`src/rtl/cc_vecmux_scan.sv`:
```
// Multi-channel x/y/z sample multiplexer with manual channel select and timed scan.
// A strobe on the active channel is registered to the outputs one cycle later.
module cc_vecmux_scan #(
    parameter int unsigned N_WIDTH     = 17,
    parameter int unsigned N_CH        = 4,
    parameter int unsigned SEL_WIDTH   = 2,
    parameter int unsigned DWELL_WIDTH = 16
) (
    input  logic                      CC_VECMUX_SCAN_CLOCK_50,
    input  logic                      CC_VECMUX_SCAN_RESET_InLow,
    input  logic [N_CH*N_WIDTH-1:0]   CC_VECMUX_SCAN_x_InBus,
    input  logic [N_CH*N_WIDTH-1:0]   CC_VECMUX_SCAN_y_InBus,
    input  logic [N_CH*N_WIDTH-1:0]   CC_VECMUX_SCAN_z_InBus,
    input  logic [N_CH-1:0]           CC_VECMUX_SCAN_valid_InBus,
    input  logic                      CC_VECMUX_SCAN_mode_In,
    input  logic [SEL_WIDTH-1:0]      CC_VECMUX_SCAN_select_InBus,
    input  logic [DWELL_WIDTH-1:0]    CC_VECMUX_SCAN_dwell_InBus,
    output logic [N_WIDTH-1:0]        CC_VECMUX_SCAN_x_OutBus,
    output logic [N_WIDTH-1:0]        CC_VECMUX_SCAN_y_OutBus,
    output logic [N_WIDTH-1:0]        CC_VECMUX_SCAN_z_OutBus,
    output logic [SEL_WIDTH-1:0]      CC_VECMUX_SCAN_ch_OutBus,
    output logic                      CC_VECMUX_SCAN_valid_Out,
    output logic                      CC_VECMUX_SCAN_switch_Out
);

    typedef enum logic [0:0] {StManual, StScan} state_e;

    state_e                 state_q;
    logic [SEL_WIDTH-1:0]   ch_q, ch_d;
    logic [DWELL_WIDTH-1:0] cnt_q, cnt_d;
    logic [DWELL_WIDTH-1:0] dwell_eff;
    logic                   cap;
    logic [N_WIDTH-1:0]     x_sel, y_sel, z_sel;
    logic [N_WIDTH-1:0]     x_q, y_q, z_q;
    logic [SEL_WIDTH-1:0]   ch_out_q;
    logic                   valid_q, switch_q;

    // Channel picked by the pre-update ch so a switch-cycle sample comes from the old channel.
    always_comb begin
        cap   = 1'b0;
        x_sel = '0;
        y_sel = '0;
        z_sel = '0;
        for (int k = 0; k < int'(N_CH); k++) begin
            if (ch_q == SEL_WIDTH'(k)) begin
                cap   = CC_VECMUX_SCAN_valid_InBus[k];
                x_sel = CC_VECMUX_SCAN_x_InBus[k*N_WIDTH +: N_WIDTH];
                y_sel = CC_VECMUX_SCAN_y_InBus[k*N_WIDTH +: N_WIDTH];
                z_sel = CC_VECMUX_SCAN_z_InBus[k*N_WIDTH +: N_WIDTH];
            end
        end
    end

    assign dwell_eff = (CC_VECMUX_SCAN_dwell_InBus == '0) ? DWELL_WIDTH'(1)
                                                          : CC_VECMUX_SCAN_dwell_InBus;

    // Scan rules only while both the registered state and the mode input say scan;
    // leaving scan clears the counter and falls straight into manual selection.
    always_comb begin
        ch_d  = ch_q;
        cnt_d = '0;
        if (state_q == StScan && CC_VECMUX_SCAN_mode_In) begin
            if (cnt_q >= dwell_eff - DWELL_WIDTH'(1)) begin
                cnt_d = '0;
                ch_d  = (ch_q == SEL_WIDTH'(N_CH - 1)) ? '0 : ch_q + SEL_WIDTH'(1);
            end else begin
                cnt_d = cnt_q + DWELL_WIDTH'(1);
            end
        end else if ({1'b0, CC_VECMUX_SCAN_select_InBus} < (SEL_WIDTH + 1)'(N_CH)) begin
            ch_d = CC_VECMUX_SCAN_select_InBus;
        end
    end

    always_ff @(posedge CC_VECMUX_SCAN_CLOCK_50) begin
        if (!CC_VECMUX_SCAN_RESET_InLow) begin
            state_q  <= StManual;
            ch_q     <= '0;
            cnt_q    <= '0;
            x_q      <= '0;
            y_q      <= '0;
            z_q      <= '0;
            ch_out_q <= '0;
            valid_q  <= 1'b0;
            switch_q <= 1'b0;
        end else begin
            state_q  <= CC_VECMUX_SCAN_mode_In ? StScan : StManual;
            ch_q     <= ch_d;
            cnt_q    <= cnt_d;
            valid_q  <= cap;
            switch_q <= (ch_d != ch_q);
            if (cap) begin
                x_q      <= x_sel;
                y_q      <= y_sel;
                z_q      <= z_sel;
                ch_out_q <= ch_q;
            end
        end
    end

    assign CC_VECMUX_SCAN_x_OutBus   = x_q;
    assign CC_VECMUX_SCAN_y_OutBus   = y_q;
    assign CC_VECMUX_SCAN_z_OutBus   = z_q;
    assign CC_VECMUX_SCAN_ch_OutBus  = ch_out_q;
    assign CC_VECMUX_SCAN_valid_Out  = valid_q;
    assign CC_VECMUX_SCAN_switch_Out = switch_q;

endmodule

```
`config.mk`:
```
export PLATFORM = sky130hd
export DESIGN_NAME = cc_vecmux_scan
export DESIGN_NICKNAME = d
export VERILOG_FILES = /design/src/rtl/cc_vecmux_scan.sv
export SDC_FILE = /design/constraint.sdc
export NUM_CORES = 1
export LEC_CHECK = 0
export BUFFER_PORTS_ARGS = -buffer_cell sky130_fd_sc_hd__buf_2
export CELL_PAD_IN_SITES_DETAIL_PLACEMENT = 1
export CELL_PAD_IN_SITES_GLOBAL_PLACEMENT = 1
export CORE_UTILIZATION = 27
export DETAILED_ROUTE_END_ITERATION = 12
export PLACE_DENSITY = 0.81
export SLEW_MARGIN = 20
export SYNTH_ARGS = -nofsm -noshare
export SYNTH_HDL_FRONTEND = slang
export SYNTH_SLANG_ARGS = --single-unit
```
`constraint.sdc`:
```
create_clock -name CC_VECMUX_SCAN_CLOCK_50 -period 3.95 [get_ports CC_VECMUX_SCAN_CLOCK_50]
set_clock_uncertainty 0.1 [all_clocks]
set_input_delay 0.1975 -clock CC_VECMUX_SCAN_CLOCK_50 [delete_from_list [all_inputs] [get_ports CC_VECMUX_SCAN_CLOCK_50]]
set_output_delay 0.1975 -clock CC_VECMUX_SCAN_CLOCK_50 [all_outputs]
set_load 0.02 [all_outputs]
```
==> results of run 1 <==
worst max-delay path by stage:
| stage | startpoint | to | slack (ns) | cells past startpoint |
|---|---|---|---|---|
| after floorplan | CC_VECMUX_SCAN_dwell_InBus[2] | ch_q[0]$_SDFF_PN0_ | 0.15 | 17 |
| after global placement | CC_VECMUX_SCAN_dwell_InBus[8] | ch_q[0]$_SDFF_PN0_ | -0.08 | 18 |
| after detailed placement | CC_VECMUX_SCAN_dwell_InBus[8] | ch_q[0]$_SDFF_PN0_ | -0.20 | 18 |
| after CTS | CC_VECMUX_SCAN_dwell_InBus[8] | ch_q[0]$_SDFF_PN0_ | 0.15 | 18 |
| after global routing | CC_VECMUX_SCAN_dwell_InBus[8] | ch_q[0]$_SDFF_PN0_ | 0.02 | 18 |
| final | CC_VECMUX_SCAN_dwell_InBus[8] | ch_q[0]$_SDFF_PN0_ | 0.23 | 18 |
cell type report:
| cell class | instances | area, um2 |
|---|---|---|
| clock buffers | 10 | 239 |
| clock inverters | 5 | 103 |
| fillers | 2210 | 10400 |
| inverters | 10 | 37.5 |
| multi-input cells | 467 | 3070 |
| flip-flops and latches | 74 | 1480 |
| well taps | 225 | 282 |
| repair buffers | 307 | 1620 |
state kept, by name, indices dropped and copies added, names as in the netlist:
register and cells:
ch_q 2, CC_VECMUX_SCAN_valid_Out 1, CC_VECMUX_SCAN_z_OutBus 17, CC_VECMUX_SCAN_ch_OutBus 2, CC_VECMUX_SCAN_switch_Out 1, CC_VECMUX_SCAN_x_OutBus 17, state_q 1, cnt_q 16
CC_VECMUX_SCAN_y_OutBus 17
cell families (layout without fill, tap and decap cells):
group / count (synthesis) / after routing / share of synthesized area [%]
adders and majority gates: 22 / 22 / 5.78
xor gates and xnor gates: 26 / 26 / 4.78
DFF: 74 / 74 / 31.1
and+or+nand+nor: 233 / 233 / 25.5
buffers and inverters: 63 / 332 / 5.20
muxes: 2 / 2 / 0.421
AOI/OAI and AO/OA: 184 / 184 / 27.2
stage by stage:
| stage | hold slack, ns | setup slack, ns | power, mW | TNS [ns] |
|---|---|---|---|---|
| CTS | 0.0420 | 0.147 | 2.60 | 0 |
| global route | 0.0463 | 0.0198 | 2.71 | 0 |
| finish | 0.0579 | 0.228 | 2.56 | 0 |
| detailed placement | 0.332 | -0.197 | 1.64 | -1.81 |
| floorplan | 0.219 | 0.154 | 1.33 | 0 |
| global placement | 0.326 | -0.0752 | 1.62 | -0.109 |
cells in the mapped netlist (all sizes together):
cell type / instances / share of area (%)
a2111oi: 1 / 0.18
a211o: 1 / 0.18
a211oi: 51 / 8.0
a21o: 1 / 0.16
a21oi: 60 / 6.3
a221oi: 52 / 9.6
a311o: 1 / 0.21
a311oi: 1 / 0.18
a31o: 1 / 0.18
a31oi: 2 / 0.26
and2: 4 / 0.55
and3: 5 / 0.66
and4: 3 / 0.55
buf: 9 / 0.95
clkbuf: 44 / 3.5
dfxtp: 74 / 31
ha: 22 / 5.8
inv: 10 / 0.79
mux2i: 2 / 0.42
nand2: 13 / 1.0
nand2b: 1 / 0.13
nand3: 4 / 0.42
nand3b: 2 / 0.32
nand4: 9 / 1.2
nor2: 76 / 6.0
nor2b: 53 / 7.0
nor3: 52 / 5.5
nor4: 4 / 1.2
o211a: 1 / 0.21
o211ai: 1 / 0.16
o21ai: 8 / 0.92
o31ai: 2 / 0.42
o32a: 1 / 0.21
or2: 2 / 0.26
or3: 2 / 0.26
or4: 3 / 0.55
xnor2: 11 / 2.0
xor2: 15 / 2.8
worst max-delay path, stage by stage:
cell      delay (ns)
buf_2           0.10
or4_1           0.57
nor3_2          0.17
nand3b_1        0.13
or2_2           0.33
nor2b_1         0.16
ha_1            0.20
inv_2           0.09
nor4_4          0.06
inv_1           0.07
nor2_1          0.05
xnor2_1         0.12
ha_1            0.28
nand4_1         0.16
a211o_1         0.31
o32a_1          0.35
a311o_1         0.28
a311oi_1        0.23
power by group through the flow:
stage,combinational (mW),sequential (mW),clock (mW)
after global placement,0.738,0.877,0
after detailed placement,0.755,0.880,0
after CTS,0.758,0.865,0.981
final,0.749,0.864,0.946
after global routing,0.830,0.875,1.01
after floorplan,0.352,0.974,0
timing repair:
| action | in CTS | in global routing |
|---|---|---|
| hold endpoints to repair | 1 | 0 |
| endpoints found under the setup margin | 0 | 17 |
| hold buffers | 1 | 0 |
| resized for setup | 0 | 2 |
layer usage:
layer	up-vias	wire, um	global-route usage (%)	part of all wire, %
li1	2791	-	-	-
met1	2628	7250	21.6	42
met2	168	8810	35.0	51
met3	15	1070	4.20	6.2
met4	0	204	5.31	1.2
met5	-	0	0	0
==> impl_metrics.env, run 1 <==
export IMPL_status="finished, final reports clean"
export IMPL_min_period_over_period_pct=94.2
export IMPL_timing_slew_headroom_pct=52.6
export IMPL_ios=284
export IMPL_internal_power_mw=1.77
export IMPL_num_nets_final=1120
export IMPL_utilization_pct=39.7
export IMPL_diodes=0
export IMPL_crit_required_ns=4.09
export IMPL_ys_seq_elements=74
export IMPL_htreeDepth=3
export IMPL_power_frac_seq_pct=33.8
export IMPL_grt_max_degree=86
export IMPL_antenna_found_initial=0
export IMPL_io_buffers=283
export IMPL_gp_congestion=0.861
export IMPL_vias=5602
export IMPL_drtIter0Drc=153
export IMPL_postSynthCellCount=604
export IMPL_worstSkewPairLatency_ns=0.33
export IMPL_clk_pin_slew_worst_paths_ns=0.06
export IMPL_start_util_pct=27.6
export IMPL_wl_per_cell_um=15.8
export IMPL_tightest_slew_ns=0.711
export IMPL_power_switching_mw=0.792
export IMPL_numCtsBuffers=9
export IMPL_final_cell_mix="buf_2 (283), nor2_1 (76), dfxtp_1 (74)"
export IMPL_syn_area_um2=4760
export IMPL_comb_power_share_pct=29.3
export IMPL_cts_num_sinks=74
export IMPL_cp_arrival_ns=3.87
export IMPL_hp_start="CC_VECMUX_SCAN_RESET_InLow"
export IMPL_dieArea_um2=18200
export IMPL_fin_area_um2=6840
export IMPL_postPlaceCellArea_um2=6480
export IMPL_grt_pass1_wl_um=27400
export IMPL_hold_viol_final=0
export IMPL_grt_total_usage_pct=18.9
export IMPL_timing_rr_start="ch_q[1]$_SDFF_PN0_"
export IMPL_antenna_left=0
export IMPL_powerDensity_nw_per_um2=374
export IMPL_ir_worst_vdd_v=0.000176
export IMPL_drt_drc_violations_left=0
export IMPL_cts_setup_buffers=0
export IMPL_viasPerCell=5.10
export IMPL_synth_seq_area_share_pct=31.1
export IMPL_swShare_pct=31.0
export IMPL_avgSynthCellArea_um2=7.88
export IMPL_slew_viol_final=0
export IMPL_reg2reg_slack_ns=1.29
export IMPL_hold_end="CC_VECMUX_SCAN_x_OutBus[15]$_SDFFE_PN0P_"
export IMPL_cts_buffer_depth=2
export IMPL_wl_um=17300
export IMPL_syn2layout_area_growth_pct=43.6
export IMPL_min_path_type="primary input to register"
export IMPL_hpwl_um=13400
export IMPL_finalCriticalPeriod_ns=3.72
export IMPL_max_clock_freq_mhz=269
export IMPL_p_clk_share_pct=37.0
export IMPL_drive_gt1_share_pct=38.6
export IMPL_rsz0062_at_grt="false"
export IMPL_maxCapViolCount=0
export IMPL_fp_dieH_um=135
export IMPL_critPathLaunchType="primary input"
export IMPL_ys_warn_count=0
export IMPL_cts_root_buf="clkbuf_16"
export IMPL_core_area_um2=17200
export IMPL_cts_tree="yes"
export IMPL_synth_distinct_cells=45
export IMPL_row_count=48
export IMPL_path_class="primary input to register"
export IMPL_die_w_um=135
export IMPL_worstRegToRegCells=8
export IMPL_min_path_cells=2
export IMPL_final_common_cell="buf_2"
export IMPL_leakagePower_nw=3.06
export IMPL_first_pass_iters=4
export IMPL_gr_total_overflow=0
export IMPL_grt_pass1_vias=5620
export IMPL_synthesis_nets=855
export IMPL_finalSetupViolations=0
export IMPL_r2r_end="CC_VECMUX_SCAN_x_OutBus[0]$_SDFFE_PN0P_"
export IMPL_path_max_fanout=4
export IMPL_placedCellCount=1082
export IMPL_finalNonFillerCells=1098
export IMPL_end_kind="register"
Note: power is estimated with default switching activity, not from simulation.
==> run 2: changes to the inputs <==
==> constraint.sdc (replaced) <==
create_clock -name CC_VECMUX_SCAN_CLOCK_50 -period 3.3 [get_ports CC_VECMUX_SCAN_CLOCK_50]
set_clock_uncertainty 0.1 [all_clocks]
set_input_delay 0.165 -clock CC_VECMUX_SCAN_CLOCK_50 [delete_from_list [all_inputs] [get_ports CC_VECMUX_SCAN_CLOCK_50]]
set_output_delay 0.165 -clock CC_VECMUX_SCAN_CLOCK_50 [all_outputs]
set_load 0.02 [all_outputs]
==> run 2 against run 1 <==
Compared with the run above: the flow now finishes with violations (setup timing); non-clock buffer count rose by 37; largest power group is now registers; sequential power rose by 20%; register-to-register slack got worse by 0.60 ns; flip-flop and latch count did not move; global-route usage rose by 2.0 points; wire length rose by 13%; worst setup slack got worse by 0.49 ns; clock power fell by 2%; largest cell class unchanged.
==> impl_metrics.env, run 2 (synthesis gave the netlist of run 1 again) <==
export IMPL_status="complete, but fails checks"
export IMPL_violations="setup timing"
export IMPL_critPathLaunchType="primary input"
export IMPL_io_buffers=283
export IMPL_tightest_slew_ns=0.596
export IMPL_hpwl_um=14400
export IMPL_cpMostUsedCell="nor4_4"
export IMPL_row_count=48
export IMPL_wl_per_cell_um=17.2
export IMPL_layout_setup_ws_ns=-0.267
export IMPL_min_path_cells=3
export IMPL_hold_end="CC_VECMUX_SCAN_x_OutBus[9]$_SDFFE_PN0P_"
export IMPL_viasPerCell=5.11
export IMPL_slew_viol_final=0
export IMPL_gp_congestion=0.818
export IMPL_core_area_um2=17200
export IMPL_hold_viol_final=0
export IMPL_final_cell_mix="buf_2 (280), dfxtp_1 (74), nor2_1 (62)"
export IMPL_drtIter0Drc=226
export IMPL_cp_slowest_cell="or4_4"
export IMPL_syn2layout_area_growth_pct=51.6
export IMPL_postPlaceCellArea_um2=6620
export IMPL_grt_pass1_wl_um=29700
export IMPL_gr_total_overflow=0
export IMPL_reg2reg_slack_ns=0.69
export IMPL_worstSkewPairLatency_ns=0.33
export IMPL_finalCriticalPeriod_ns=3.57
export IMPL_timing_slew_headroom_pct=60.3
export IMPL_cpPeakStageDelay_ns=0.54
export IMPL_first_pass_iters=4
export IMPL_grt_total_usage_pct=21.0
export IMPL_start_util_pct=27.6
export IMPL_rsz0062_at_grt="true"
export IMPL_max_clock_freq_mhz=280
export IMPL_hp_start="CC_VECMUX_SCAN_x_InBus[60]"
export IMPL_vias=5801
export IMPL_worstRegToRegCells=6
export IMPL_grt_pass1_vias=5879
export IMPL_maxCapViolCount=0
export IMPL_numCtsBuffers=9
export IMPL_ios=284
export IMPL_clk_pin_slew_worst_paths_ns=0.06
export IMPL_cp_cell_sequence="buf_6 > or4_4 > nor4_4 > nand3b_1 > or2_4 > nor2b_4 > ha_4 > inv_4 > nor4_4 > inv_1 > or3_1 > xor2_1 > ha_1 > nand4_1 > a211o_1 > o32a_1 > a311o_1 > a311oi_1"
export IMPL_die_w_um=135
export IMPL_cts_num_sinks=74
export IMPL_powerDensity_nw_per_um2=403
export IMPL_timing_rr_start="ch_q[1]$_SDFF_PN0_"
export IMPL_grt_max_degree=106
export IMPL_final_common_cell="buf_2"
export IMPL_fp_dieH_um=135
export IMPL_antenna_left=0
export IMPL_cp_arrival_ns=3.71
export IMPL_num_nets_final=1157
export IMPL_ir_worst_vdd_v=0.000208
export IMPL_dp_slack_ns=-0.678
export IMPL_diodes=0
export IMPL_drt_drc_violations_left=0
export IMPL_crit_required_ns=3.45
export IMPL_path_class="primary input to register"
export IMPL_drive_gt1_share_pct=43.1
export IMPL_finalSetupViolations=19
export IMPL_cts_tree="yes"
export IMPL_leakagePower_nw=3.25
export IMPL_htreeDepth=3
export IMPL_end_kind="register"
export IMPL_wl_um=19500
export IMPL_dieArea_um2=18200
export IMPL_cts_root_buf="clkbuf_16"
export IMPL_min_path_type="primary input to register"
export IMPL_path_max_fanout=4
export IMPL_cts_buffer_depth=2
export IMPL_min_period_over_period_pct=108
export IMPL_antenna_found_initial=1
export IMPL_fin_area_um2=7220
export IMPL_utilization_pct=41.9
export IMPL_r2r_end="CC_VECMUX_SCAN_y_OutBus[4]$_SDFFE_PN0P_"
export IMPL_fin_total_pwr_mw=2.91
export IMPL_tns_ns=-4.01
## run 2: power by group
part | switching (mW) | total [mW] | internal [mW] | leakage (nW)
clock network | 0.379 | 0.929 | 0.549 | 0.139
registers | 0.0487 | 1.04 | 0.989 | 0.609
logic | 0.549 | 0.945 | 0.395 | 2.50
## run 2: what timing repair did
| action | CTS | global route |
|---|---|---|
| gates resized for setup | 14 | 17 |
| cloned | 1 | 0 |
| pin swaps | 13 | 8 |
| setup buffers | 19 | 5 |
| endpoints found under the setup margin | 19 | 19 |
| hold buffers | 1 | 0 |
| hold endpoints to repair | 1 | 0 |
## run 2: worst max path at each step
| stage | slack [ns] | end | from | cells after the start |
|---|---|---|---|---|
| finish | -0.27 | ch_q[0]$_SDFF_PN0_ | CC_VECMUX_SCAN_dwell_InBus[2] | 18 |
| global route | -0.41 | ch_q[0]$_SDFF_PN0_ | CC_VECMUX_SCAN_dwell_InBus[2] | 18 |
| CTS | -0.19 | cnt_q[2]$_SDFF_PP0_ | CC_VECMUX_SCAN_dwell_InBus[2] | 19 |
| detailed placement | -0.68 | ch_q[0]$_SDFF_PN0_ | CC_VECMUX_SCAN_dwell_InBus[8] | 18 |
| global placement | -0.51 | ch_q[0]$_SDFF_PN0_ | CC_VECMUX_SCAN_dwell_InBus[2] | 18 |
| floorplan | -0.30 | ch_q[0]$_SDFF_PN0_ | CC_VECMUX_SCAN_dwell_InBus[2] | 17 |
## run 2: final cells by class
| cell class | count | area, um2 |
|---|---|---|
| Sequential cell | 74 | 1480 |
| Inverter | 10 | 40.0 |
| Multi-Input combinational cell | 467 | 3190 |
| Tap cell | 225 | 282 |
| Timing Repair Buffer | 344 | 1940 |
| Fill cell | 2144 | 10000 |
| Clock buffer | 12 | 256 |
| Clock inverter | 4 | 26.3 |
## run 2: metal layers
layer	global-route usage, %	up-vias	part of all wire, %
met5	0	-	0
met4	5.31	0	1.3
met3	4.47	17	5.2
met2	39.2	160	53
met1	23.9	2767	41
li1	-	2857	-
## run 2: worst max-delay path, delay by kind of cell
kind                     cells  cell delay (ns)
AND/OR/NAND/NOR              8             1.60
AO/OA/AOI/OAI                4             1.19
adder cells (fa/ha/maj)      2             0.46
buffers and inverters        3             0.22
XOR/XNOR                     1             0.07
## run 2: stage by stage
step                      instances  hold WS (ns)
final                          1136        0.0830
after global routing           1136        0.0728
after CTS                      1132        0.0683
after detailed placement       1095         0.300
after global placement         1095         0.294
after floorplan                 604         0.187
